[src/rtl/i2s_pkg.sv]
// Shared types for the I2S DAC transmitter: the serializer FSM states and
// the channel encoding.
package i2s_pkg;

  typedef enum logic [1:0] {IDLE, DELAY, SHIFT, PAD} i2s_tx_state_e;
  typedef enum logic {CH_L, CH_R} i2s_chan_e;

  localparam int I2S_DELAY_BITS = 1;

endpackage

[src/rtl/i2s_sample_buffer.sv]
// Per-channel holding registers with fresh tracking; supplies the word for
// each slot load and flags overruns/underruns.
module i2s_sample_buffer
  import i2s_pkg::*;
#(
  parameter int DATA_W        = 16,
  parameter int MONO          = 1,
  parameter int UNDERRUN_ZERO = 0
) (
  input  logic                     clk,
  input  logic                     i_rst,
  input  logic                     i_valid,
  input  logic                     i_chan,
  input  logic signed [DATA_W-1:0] audio_in,
  input  logic                     load_l_i,
  input  logic                     load_r_i,
  output logic signed [DATA_W-1:0] load_data_o,
  output logic                     o_ready,
  output logic                     o_underrun,
  output logic                     o_overrun
);

  logic signed [DATA_W-1:0] hl_q, hl_d, hr_q, hr_d;
  logic fl_q, fl_d, fr_q, fr_d;
  logic ur_q, ur_d, ov_q, ov_d;
  logic tgt_r, sel_r, sel_fresh;
  logic signed [DATA_W-1:0] sel_hold;

  always_comb begin
    tgt_r     = (MONO == 0) && (i2s_chan_e'(i_chan) == CH_R);
    sel_r     = (MONO == 0) && load_r_i;
    sel_fresh = sel_r ? fr_q : fl_q;
    sel_hold  = sel_r ? hr_q : hl_q;
    // The load always reads the pre-write value, so a same-cycle write survives as fresh.
    load_data_o = (sel_fresh || (UNDERRUN_ZERO == 0)) ? sel_hold : '0;
    o_ready     = !(tgt_r ? fr_q : fl_q);

    hl_d = hl_q;
    hr_d = hr_q;
    fl_d = fl_q;
    fr_d = fr_q;
    ur_d = (load_l_i || load_r_i) && !sel_fresh;
    ov_d = i_valid && (tgt_r ? fr_q : fl_q);

    // In mono the single sample must feed both slots, so only the right load consumes it.
    if (load_l_i && (MONO == 0)) fl_d = 1'b0;
    if (load_r_i) begin
      if (MONO != 0) fl_d = 1'b0;
      else           fr_d = 1'b0;
    end

    if (i_valid) begin
      if (tgt_r) begin
        hr_d = audio_in;
        fr_d = 1'b1;
      end else begin
        hl_d = audio_in;
        fl_d = 1'b1;
      end
    end
  end

  always_ff @(posedge clk) begin
    if (i_rst) begin
      hl_q <= '0;
      hr_q <= '0;
      fl_q <= 1'b0;
      fr_q <= 1'b0;
      ur_q <= 1'b0;
      ov_q <= 1'b0;
    end else begin
      hl_q <= hl_d;
      hr_q <= hr_d;
      fl_q <= fl_d;
      fr_q <= fr_d;
      ur_q <= ur_d;
      ov_q <= ov_d;
    end
  end

  assign o_underrun = ur_q;
  assign o_overrun  = ov_q;

endmodule

[src/rtl/i2s_dac_tx.sv]
// I2S DAC transmitter: loads a sample on each LRCLK edge strobe and shifts it
// out MSB-first on BCLK falling-edge strobes after the one-bit I2S delay.
module i2s_dac_tx
  import i2s_pkg::*;
#(
  parameter int DATA_W        = 16,
  parameter int MONO          = 1,
  parameter int UNDERRUN_ZERO = 0
) (
  input  logic                     clk,
  input  logic                     i_rst,
  input  logic                     lrclk_negedge,
  input  logic                     lrclk_posedge,
  input  logic                     bclk_negedge,
  input  logic                     i_valid,
  input  logic                     i_chan,
  input  logic signed [DATA_W-1:0] audio_in,
  output logic                     o_ready,
  output logic                     o_dacdat,
  output logic                     o_underrun,
  output logic                     o_overrun
);

  localparam int CNT_W = $clog2(DATA_W + 1);

  i2s_tx_state_e            state_q, state_d;
  logic signed [DATA_W-1:0] shift_q, shift_d;
  logic [CNT_W-1:0]         cnt_q, cnt_d;
  logic                     dac_q, dac_d;
  logic                     load_l, load_r, load_any;
  logic signed [DATA_W-1:0] load_data;

  // Simultaneous strobes are illegal; left wins.
  assign load_l   = lrclk_negedge;
  assign load_r   = lrclk_posedge && !lrclk_negedge;
  assign load_any = load_l || load_r;

  i2s_sample_buffer #(
    .DATA_W        (DATA_W),
    .MONO          (MONO),
    .UNDERRUN_ZERO (UNDERRUN_ZERO)
  ) u_buf (
    .clk         (clk),
    .i_rst       (i_rst),
    .i_valid     (i_valid),
    .i_chan      (i_chan),
    .audio_in    (audio_in),
    .load_l_i    (load_l),
    .load_r_i    (load_r),
    .load_data_o (load_data),
    .o_ready     (o_ready),
    .o_underrun  (o_underrun),
    .o_overrun   (o_overrun)
  );

  always_comb begin
    state_d = state_q;
    shift_d = shift_q;
    cnt_d   = cnt_q;
    dac_d   = dac_q;
    // An LRCLK edge restarts the slot from any state; its BCLK edge is the transition edge, not data.
    if (load_any) begin
      shift_d = load_data;
      cnt_d   = '0;
      dac_d   = 1'b0;
      state_d = DELAY;
    end else if (bclk_negedge) begin
      unique case (state_q)
        IDLE: dac_d = 1'b0;
        DELAY: begin
          dac_d   = shift_q[DATA_W-1];
          shift_d = shift_q << 1;
          cnt_d   = CNT_W'(1);
          state_d = SHIFT;
        end
        SHIFT: begin
          if (cnt_q == CNT_W'(DATA_W)) begin
            dac_d   = 1'b0;
            state_d = PAD;
          end else begin
            dac_d   = shift_q[DATA_W-1];
            shift_d = shift_q << 1;
            cnt_d   = cnt_q + 1'b1;
          end
        end
        PAD: dac_d = 1'b0;
        default: state_d = IDLE;
      endcase
    end
  end

  always_ff @(posedge clk) begin
    if (i_rst) begin
      state_q <= IDLE;
      shift_q <= '0;
      cnt_q   <= '0;
      dac_q   <= 1'b0;
    end else begin
      state_q <= state_d;
      shift_q <= shift_d;
      cnt_q   <= cnt_d;
      dac_q   <= dac_d;
    end
  end

  assign o_dacdat = dac_q;

endmodule

[config.mk]
export PLATFORM = sky130hd
export DESIGN_NAME = i2s_dac_tx
export DESIGN_NICKNAME = d
export VERILOG_FILES = /design/src/rtl/i2s_pkg.sv /design/src/rtl/i2s_sample_buffer.sv /design/src/rtl/i2s_dac_tx.sv
export SDC_FILE = /design/constraint.sdc
export NUM_CORES = 1
export LEC_CHECK = 0
export CAP_MARGIN = 15
export CELL_PAD_IN_SITES_DETAIL_PLACEMENT = 1
export CELL_PAD_IN_SITES_GLOBAL_PLACEMENT = 2
export CORE_ASPECT_RATIO = 1.1
export CORE_MARGIN = 3
export CORE_UTILIZATION = 37
export CTS_CLUSTER_DIAMETER = 120
export DETAILED_ROUTE_END_ITERATION = 10
export PLACE_DENSITY = 0.82
export RECOVER_POWER = 100
export SLEW_MARGIN = 20
export SYNTH_ARGS = -nofsm -noshare
export SYNTH_HDL_FRONTEND = slang
export SYNTH_HIERARCHICAL = 1
export SYNTH_SLANG_ARGS = --single-unit
[constraint.sdc]
create_clock -name clk -period 2.75 [get_ports clk]
set_input_delay 0.4125 -clock clk [delete_from_list [all_inputs] [get_ports clk]]
set_output_delay 0.4125 -clock clk [all_outputs]
set_load 0.01 [all_outputs]
==> flow_metrics.env, run 1 <==
export IMPL_cts_setup_buffers=0
export IMPL_r2r_end="shift_q[11]$_SDFFE_PP0P_"
export IMPL_irDropWorstVdd_v=0.000232
export IMPL_ant_nets=0
export IMPL_syn_to_final_growth_pct=14.3
export IMPL_rows=28
export IMPL_cp_top_family="buffers and inverters"
export IMPL_gr_total_overflow=0
export IMPL_cts_made_buffers=5
export IMPL_drtIter0Drc=57
export IMPL_synth_fp_nets=250
export IMPL_synth_cells=225
export IMPL_period_share_pct=82.7
export IMPL_fmax_mhz=440
export IMPL_startpoint="lrclk_posedge"
export IMPL_fillers=639
export IMPL_reg2reg_depth=5
export IMPL_grt_pass1_vias=1691
export IMPL_port_buffers=25
export IMPL_avgViaCountPerCell=5.16
export IMPL_clk_pin_slew_ns=0.08
export IMPL_core_mm2=0.00557
export IMPL_syn_area_mm2=0.00220
export IMPL_rr_startpoint="cnt_q[0]$_SDFFE_PP0P_"
export IMPL_drcViolationCount=0
export IMPL_dieArea_mm2=0.00691
export IMPL_vias=1645
export IMPL_hold_path_class="reg -> reg"
export IMPL_cp_max_fo=34
export IMPL_hold_viol=0
export IMPL_grt_pass1_wl_um=8100
export IMPL_fp_dieH_um=86.9
export IMPL_cts_max_path_buffers=2
export IMPL_setup_viol=0
export IMPL_wire_per_inst_um=14.5
export IMPL_grt_start_max_net_pins=55
export IMPL_synth_area_leaders="dfxtp_1, mux2i_1, mux2_4, or3b_2, a21oi_1"
export IMPL_yosysTopAreaCell="dfxtp_1"
export IMPL_clk_latency_ns=0.30
export IMPL_cts_htree_levels=2
export IMPL_drive_gt1_share_pct=15.2
export IMPL_cts_resized=0
export IMPL_firstDrtPassIters=4
export IMPL_status="complete, no violations"
export IMPL_gp_congestion=0.753
export IMPL_path_cells="clkdlybuf4s50_1 > clkbuf_1 > or3b_2 > a21oi_1 > mux2_1"
export IMPL_cts_tree="done"
export IMPL_ys_types=42
export IMPL_final_util_pct=45.2
export IMPL_crit_arrival_ns=2.46
export IMPL_hpwl_um=3000
export IMPL_n_antenna_cell=0
export IMPL_fin_setup_tns_ns=0
export IMPL_synth_top_area_share_pct=39.1
export IMPL_slowest_stage="clkbuf_1"
export IMPL_cts_sinks=43
export IMPL_start_util_pct=39.5
export IMPL_endpoint="shift_q[8]$_SDFFE_PP0P_"
export IMPL_ys_seq_area_share_pct=39.1
export IMPL_start_kind="primary input"
export IMPL_cp_num_cells=5
export IMPL_critPathCaptureType="flop"
export IMPL_layout_nets=268
export IMPL_power_density_mw_per_mm2=530
export IMPL_max_stage_delay_ns=0.89
export IMPL_tightest_slew_ns=1.25
export IMPL_synth_seq_cells=43
export IMPL_wirelength_um=4620
export IMPL_cts_root_buf="clkbuf_8"
export IMPL_antenna_found_initial=0
export IMPL_cp_required_ns=2.93
export IMPL_rsz0062_at_grt="false"
export IMPL_drv_slew=0
export IMPL_cts_hold_buf=0
export IMPL_yosys_warnings=6
export IMPL_period_minus_slack_ns=2.27
export IMPL_crit_type="in -> reg"
export IMPL_r2r_slack_ns=0.70
export IMPL_syn_area_per_cell_um2=9.79
export IMPL_io_pins=27
export IMPL_track_usage_pct=14.7
export IMPL_crit_buf_inv=2
export IMPL_slew_headroom_pct=16.9
export IMPL_cap_violations=0
export IMPL_die_x_um=79.6
export IMPL_p_leak_nw=0.974
export IMPL_finClkSkew_ns=0.00775
routing by layer:
metal / vias up / part of all wire (%) / track usage, %
met3: 6 / 2.7 / 4.04
met5: - / 0 / 0
li1: 821 / - / -
met4: 0 / 1.1 / 3.75
met2: 14 / 50 / 25.0
met1: 804 / 46 / 18.2
per-stage QoR:
stage | setup WS (ns) | area, µm² | hold WS (ns) | std cells | power, mW
2_1_floorplan | 0.975 | 2200 | 0.423 | 225 | 0.791
3_3_place_gp | 0.418 | 2440 | 0.458 | 311 | 0.841
3_5_place_dp | 0.415 | 2440 | 0.447 | 311 | 0.844
4_1_cts | 0.554 | 2560 | 0.470 | 319 | 1.37
5_1_grt | 0.283 | 2520 | 0.497 | 319 | 1.40
6_report | 0.475 | 2520 | 0.463 | 319 | 1.33
worst register-to-register path, stage by stage, from the launching register on:
cell      delay (ns)
dfxtp_1         0.33
inv_1           0.10
ha_1            0.18
nor4bb_4        0.30
o211a_1         0.63
mux2_2          0.41
power by group:
group          internal [mW]  switching (mW)
Clock                  0.294           0.223
Combinational         0.0785          0.0736
Sequential             0.650          0.0156
Total                   1.02           0.312
synth_stat cells:
cell type	number
or3_1	1
buf_12	2
buf_6	3
o21bai_1	1
mux2_4	9
dfxtp_1	43
o31ai_1	2
or4bb_2	1
nand2_1	6
nand4b_1	1
o311a_2	1
o22ai_1	2
inv_2	1
or2b_1	1
nor4bb_4	1
a21oi_1	21
o21a_1	1
o211ai_1	3
mux2_2	5
a311oi_1	1
o211a_1	1
inv_1	4
a21o_1	1
nor2_1	19
or4_1	2
o21ai_0	15
nand4_1	1
nand3b_1	1
xnor2_1	1
clkbuf_1	10
buf_2	3
ha_1	2
nor3_2	1
nor2b_1	16
buf_4	1
or3b_2	14
nor3_1	2
nor3b_1	1
nand2b_1	2
nand3b_4	2
mux2i_1	19
nand3_1	1
how the worst min path moves through the flow:
stage	from	end	cells past startpoint
after detailed placement	u_buf/fl_q$_SDFFE_PP0P_	u_buf/o_underrun$_SDFF_PP0_	1
after floorplan	u_buf/fl_q$_SDFFE_PP0P_	u_buf/o_underrun$_SDFF_PP0_	1
after global routing	u_buf/fl_q$_SDFFE_PP0P_	u_buf/o_underrun$_SDFF_PP0_	1
final	u_buf/fl_q$_SDFFE_PP0P_	u_buf/o_underrun$_SDFF_PP0_	1
after global placement	u_buf/fl_q$_SDFFE_PP0P_	u_buf/o_underrun$_SDFF_PP0_	1
after CTS	u_buf/fl_q$_SDFFE_PP0P_	u_buf/o_underrun$_SDFF_PP0_	1
state kept, by name (all words and copies together) (netlist names):
signal / cells
cnt_q: 5
o_dacdat: 1
shift_q: 16
state_q: 2
u_buf/fl_q: 1
u_buf/load_data_o: 16
u_buf/o_overrun: 1
u_buf/o_underrun: 1
layout make-up:
class | count | area (µm²) | share of cell area [%]
Multi-Input combinational cell | 158 | 1150 | 45.9
Sequential cell | 43 | 861 | 34.2
Timing Repair Buffer | 30 | 272 | 10.8
Tap cell | 75 | 93.8 | 3.73
Clock buffer | 6 | 82.6 | 3.28
Clock inverter | 2 | 35.0 | 1.39
Inverter | 5 | 18.8 | 0.746
logic make-up after synthesis:
| group | Yosys count | share of synthesized area, % |
|---|---|---|
| DFF | 43 | 39.1 |
| adders and majority gates | 2 | 1.14 |
| muxes | 33 | 17.3 |
| xor gates and xnor gates | 1 | 0.398 |
| and+or+nand+nor | 73 | 22.3 |
| buffers and inverters | 24 | 6.93 |
| AOI/OAI and AO/OA | 49 | 12.8 |
cells in the final DEF, fill, tap and decap left out, types with 2 or more instances in the layout:
| cell | n |
|---|---|
| clkbuf_1 | 3 |
| dfxtp_1 | 43 |
| clkdlybuf4s50_1 | 19 |
| mux2_2 | 5 |
| buf_4 | 2 |
| nor2b_1 | 16 |
| mux2i_1 | 19 |
| nand2b_1 | 2 |
| nand2_1 | 6 |
| o31ai_1 | 2 |
| nor3_1 | 2 |
| o211ai_1 | 3 |
| clkbuf_8 | 6 |
| mux2_1 | 9 |
| inv_1 | 4 |
| a21oi_1 | 21 |
| ha_1 | 2 |
| or4_1 | 2 |
| o22ai_1 | 2 |
| nand3b_4 | 2 |
| o21ai_0 | 15 |
| nor2_1 | 19 |
| dlygate4sd3_1 | 5 |
| or3b_2 | 14 |
No activity file was read; power rests on OpenSTA's default activity.
==> run 2, diff against run 1 <==
--- a/config.mk
+++ b/config.mk
@@ -10,10 +10,10 @@
 export CELL_PAD_IN_SITES_GLOBAL_PLACEMENT = 2
 export CORE_ASPECT_RATIO = 1.1
 export CORE_MARGIN = 3
-export CORE_UTILIZATION = 37
+export CORE_UTILIZATION = 31
 export CTS_CLUSTER_DIAMETER = 120
 export DETAILED_ROUTE_END_ITERATION = 10
-export PLACE_DENSITY = 0.82
+export PLACE_DENSITY = 0.73
 export RECOVER_POWER = 100
 export SLEW_MARGIN = 20
 export SYNTH_ARGS = -nofsm -noshare
==> constraint.sdc (replaced) <==
create_clock -name clk -period 1.8 [get_ports clk]
set_input_delay 0.27 -clock clk [delete_from_list [all_inputs] [get_ports clk]]
set_output_delay 0.27 -clock clk [all_outputs]
set_load 0.01 [all_outputs]
==> run 2 against run 1 <==
Net effect:
- combinational power increased by 82%
- critical endpoint is now cnt_q[4]$_SDFFE_PP0P_
- register-to-register slack got worse by 0.56 ns
- non-clock buffer count increased by 20
- hold slack got worse by 0.051 ns
- final cell count increased by 8.5%
- total power increased by 42%
- highest routed layer unchanged
- clock skew increased by 0.00061 ns
==> flow_metrics.env, run 2 (synthesis results as in run 1) <==
export IMPL_avgViaCountPerCell=4.87
export IMPL_layout_common_cells="dfxtp_1, a21oi_1, nor2_1, mux2i_1"
export IMPL_cts_htree_levels=2
export IMPL_p_total_mw=1.90
export IMPL_period_share_pct=94.9
export IMPL_period_minus_slack_ns=1.71
export IMPL_critPathCaptureType="flop"
export IMPL_dp_slack_ns=-0.0986
export IMPL_grt_pass1_vias=1734
export IMPL_drtIter0Drc=46
export IMPL_gr_total_overflow=0
export IMPL_final_common_cell="dfxtp_1"
export IMPL_port_buffers=25
export IMPL_io_pins=27
export IMPL_die_x_um=86.4
export IMPL_antenna_found_initial=0
export IMPL_hpwl_um=3500
export IMPL_tightest_slew_ns=0.590
export IMPL_cap_violations=0
export IMPL_crit_type="in -> reg"
export IMPL_power_density_mw_per_mm2=703
export IMPL_rsz0062_at_grt="false"
export IMPL_final_util_pct=40.0
export IMPL_p_leak_nw=1.06
export IMPL_cts_sinks=43
export IMPL_drcViolationCount=0
export IMPL_layout_nets=288
export IMPL_syn_to_final_growth_pct=22.6
export IMPL_gp_congestion=0.749
export IMPL_cts_root_buf="clkbuf_8"
export IMPL_cts_max_path_buffers=2
export IMPL_slew_headroom_pct=60.7
export IMPL_drv_slew=0
export IMPL_ant_nets=0
export IMPL_track_usage_pct=12.4
export IMPL_fmax_mhz=586
export IMPL_hold_viol=0
export IMPL_n_antenna_cell=0
export IMPL_wirelength_um=4820
export IMPL_firstDrtPassIters=4
export IMPL_irDropWorstVdd_v=0.000301
export IMPL_start_util_pct=32.6
export IMPL_cts_tree="done"
export IMPL_start_kind="primary input"
export IMPL_drive_gt1_share_pct=25.0
export IMPL_finClkSkew_ns=0.00836
export IMPL_rows=31
export IMPL_dieArea_mm2=0.00815
export IMPL_clk_pin_slew_ns=0.09
export IMPL_status="complete, no violations"
export IMPL_whs_ns=0.412
export IMPL_setup_viol=0
export IMPL_grt_start_max_net_pins=26
export IMPL_cts_made_buffers=5
export IMPL_crit_arrival_ns=1.93
export IMPL_vias=1685
export IMPL_fillers=783
export IMPL_grt_pass1_wl_um=8110
export IMPL_layout_setup_ws_ns=0.0925
export IMPL_cp_max_fo=5
export IMPL_wire_per_inst_um=13.9
export IMPL_hold_path_class="in -> reg"
export IMPL_fp_dieH_um=94.4
export IMPL_cp_required_ns=2.02
export IMPL_core_mm2=0.00675
export IMPL_clk_latency_ns=0.29
## run 2: final timing paths
check                          start                                 to  slack, ns  depth (start not counted)
max                     bclk_negedge              cnt_q[4]$_SDFFE_PP0P_       0.09                          5
min                            i_rst  u_buf/load_data_o[7]$_SDFFE_PP0P_       0.41                          2
max reg2reg    cnt_q[0]$_SDFFE_PP0P_            shift_q[8]$_SDFFE_PP0P_       0.14                          6
min reg2reg  u_buf/fl_q$_SDFFE_PP0P_        u_buf/o_underrun$_SDFF_PP0_       0.46                          1
## run 2: cell type report
| type | count | area (µm²) | share of cell area, % |
|---|---|---|---|
| Multi-Input combinational cell | 158 | 1190 | 44.0 |
| Inverter | 5 | 18.8 | 0.695 |
| Clock inverter | 2 | 12.5 | 0.463 |
| Sequential cell | 43 | 862 | 31.9 |
| Clock buffer | 6 | 72.6 | 2.69 |
| Timing Repair Buffer | 50 | 443 | 16.4 |
| Tap cell | 82 | 103 | 3.80 |
## run 2: where the power goes
group	internal [mW]	switching, mW
combinational	0.154	0.123
sequential	0.994	0.0241
clock	0.272	0.332
## run 2: timing repair
action / in CTS / in global routing
hold buffers: 0 / 0
endpoints found under the setup margin: 5 / 14
buffers inserted: 0 / 1
gates resized for setup: 0 / 2
cloned: 0 / 1
pin swaps: 1 / 1
## run 2: per-layer routing
layer,routed length (µm),part of all wire (%),global-route usage [%]
met5,0,0,0
met4,30,0.62,3.12
met3,111,2.3,2.62
met2,2430,50,21.4
met1,2250,47,15.6
## run 2: critical path: stages
cell	delay (ns)
dlygate4sd3_1	0.71
clkbuf_1	0.19
nand2_1	0.09
or4_1	0.52
a21oi_1	0.14
## run 2: stage by stage
stage / cell area, µm² / setup TNS, ns / std cells
after global routing: 2700 / 0 / 346
final: 2700 / 0 / 346
after CTS: 2710 / 0 / 344
after detailed placement: 2630 / -1.13 / 336
after global placement: 2630 / -0.888 / 336
after floorplan: 2200 / 0 / 225
==> run 3, diff against run 2 <==
--- a/config.mk
+++ b/config.mk
@@ -8,7 +8,7 @@
 export CAP_MARGIN = 15
 export CELL_PAD_IN_SITES_DETAIL_PLACEMENT = 1
 export CELL_PAD_IN_SITES_GLOBAL_PLACEMENT = 2
-export CORE_ASPECT_RATIO = 1.1
+export CORE_ASPECT_RATIO = 2
 export CORE_MARGIN = 3
 export CORE_UTILIZATION = 31
 export CTS_CLUSTER_DIAMETER = 120
==> run 3 against run 2 <==
Net effect:
- sequential share of layout area is 0.86 points lower
- die area rose by 0.73%
- clock power increased by 61%
- register-to-register slack got worse by 0.02 ns
- clock skew decreased by 0.0065 ns
- total power is 20% higher
- fmax fell by 0.65%
- largest power group unchanged
- highest routed layer unchanged
==> flow_metrics.env, run 3 (synthesis results as in run 1) <==
export IMPL_status="complete, no violations"
export IMPL_cts_made_buffers=5
export IMPL_power_density_mw_per_mm2=818
export IMPL_final_common_cell="dfxtp_1"
export IMPL_ant_nets=0
export IMPL_slew_headroom_pct=43.7
export IMPL_start_kind="primary input"
export IMPL_grt_start_max_net_pins=49
export IMPL_rr_startpoint="cnt_q[0]$_SDFFE_PP0P_"
export IMPL_wire_per_inst_um=14.9
export IMPL_cts_hold_buf=0
export IMPL_core_mm2=0.00678
export IMPL_grt_pass1_wl_um=8790
export IMPL_drtIter0Drc=44
export IMPL_slowest_stage="dlygate4sd3_1"
export IMPL_min_from="u_buf/fl_q$_SDFFE_PP0P_"
export IMPL_cts_htree_levels=2
export IMPL_cts_max_path_buffers=2
export IMPL_cts_sinks=43
export IMPL_syn_to_final_growth_pct=26.0
export IMPL_rows=42
export IMPL_crit_type="in -> reg"
export IMPL_fmax_mhz=582
export IMPL_cp_required_ns=1.98
export IMPL_cts_root_buf="clkbuf_16"
export IMPL_start_util_pct=32.5
export IMPL_crit_arrival_ns=1.90
export IMPL_cts_tree="done"
export IMPL_port_buffers=25
export IMPL_critPathCaptureType="flop"
export IMPL_min_path_cells=1
export IMPL_track_usage_pct=13.9
export IMPL_r2r_slack_ns=0.12
export IMPL_max_stage_delay_ns=0.68
export IMPL_period_minus_slack_ns=1.72
export IMPL_path_cells="dlygate4sd3_1 > nand3b_2 > o211a_1 > bufbuf_16 > mux2_4"
export IMPL_reg2reg_depth=7
export IMPL_drive_gt1_share_pct=24.8
export IMPL_drcViolationCount=0
export IMPL_dp_cells=335
export IMPL_r2r_end="shift_q[14]$_SDFFE_PP0P_"
export IMPL_setup_viol=0
export IMPL_cap_violations=0
export IMPL_hold_viol=0
export IMPL_layout_nets=282
export IMPL_cp_max_fo=7
export IMPL_vias=1717
export IMPL_rsz0062_at_grt="false"
export IMPL_drv_slew=0
export IMPL_place_area_mm2=0.00258
export IMPL_antenna_found_initial=0
export IMPL_firstDrtPassIters=3
export IMPL_whs_endpoint="u_buf/o_underrun$_SDFF_PP0_"
export IMPL_grt_pass1_vias=1812
export IMPL_clk_latency_ns=0.29
export IMPL_fp_dieH_um=125
export IMPL_irDropWorstVdd_v=0.000352
export IMPL_tightest_slew_ns=0.845
export IMPL_hpwl_um=3580
export IMPL_dieArea_mm2=0.00821
export IMPL_final_util_pct=40.9
export IMPL_instances_no_fill=346
export IMPL_dp_slack_ns=-0.0606
export IMPL_period_share_pct=95.5
export IMPL_gr_total_overflow=0
export IMPL_wirelength_um=5140
export IMPL_layout_common_cells="dfxtp_1, a21oi_1, nor2_1, mux2i_1, clkdlybuf4s50_1"
export IMPL_layout_setup_ws_ns=0.0814
export IMPL_gp_congestion=0.796
export IMPL_p_leak_nw=1.08
export IMPL_hold_path_class="reg -> reg"
export IMPL_clk_pin_slew_ns=0.06
export IMPL_n_antenna_cell=0
export IMPL_finClkSkew_ns=0.00183
export IMPL_avgViaCountPerCell=4.96
export IMPL_io_pins=27
export IMPL_finish_instance_area_mm2=0.00278
export IMPL_die_x_um=65.6
run 3: metrics by stage:
step	TNS, ns	total power [mW]	hold slack [ns]
global placement	-0.378	1.31	0.442
finish	0	2.27	0.445
CTS	0	2.31	0.451
detailed placement	-0.807	1.32	0.442
floorplan	0	1.21	0.417
global route	0	2.37	0.490
run 3: how the worst max path moves through the flow:
stage                     startpoint                       end  slack, ns  depth (start not counted)
6_report                bclk_negedge   shift_q[7]$_SDFFE_PP0P_       0.08                          5
5_1_grt        cnt_q[0]$_SDFFE_PP0P_  shift_q[14]$_SDFFE_PP0P_       0.02                          7
4_1_cts        cnt_q[0]$_SDFFE_PP0P_  shift_q[14]$_SDFFE_PP0P_       0.01                          7
3_5_place_dp            bclk_negedge   shift_q[4]$_SDFFE_PP0P_      -0.06                          5
3_3_place_gp            bclk_negedge   shift_q[5]$_SDFFE_PP0P_      -0.04                          5
2_1_floorplan  cnt_q[0]$_SDFFE_PP0P_  shift_q[10]$_SDFFE_PP0P_       0.03                          8
run 3: timing repair:
action                     CTS  global route
setup endpoints to repair    5            14
pin swaps                    2             1
buffers inserted             1             1
gates resized for setup      0             5
hold endpoints to repair     0             0
cloned                       1             0
run 3: worst max-delay path: cells and delay by family:
family	cells	cell delay, ns
buffers and inverters	2	0.97
multiplexers	1	0.29
AO/OA/AOI/OAI	1	0.24
AND/OR/NAND/NOR	1	0.12
run 3: power breakdown:
part,internal [mW],total (mW),switching (mW)
logic,0.156,0.280,0.125
registers,0.995,1.02,0.0223
clock network,0.590,0.971,0.381
run 3: per-layer routing:
layer	GRT usage, %	vias up	part of all wire [%]
met5	0	-	0
met4	7.46	0	2.9
met3	3.50	8	3.2
met2	23.7	21	53
met1	15.4	832	41
li1	-	856	-
run 3: cell type report:
cell class / count / area [µm²]
Sequential cell: 43 / 862
Multi-Input combinational cell: 158 / 1190
Tap cell: 88 / 110
Fill cell: 755 / 4000
Timing Repair Buffer: 44 / 429
Clock inverter: 1 / 7.51
Inverter: 5 / 21.3
Clock buffer: 7 / 153
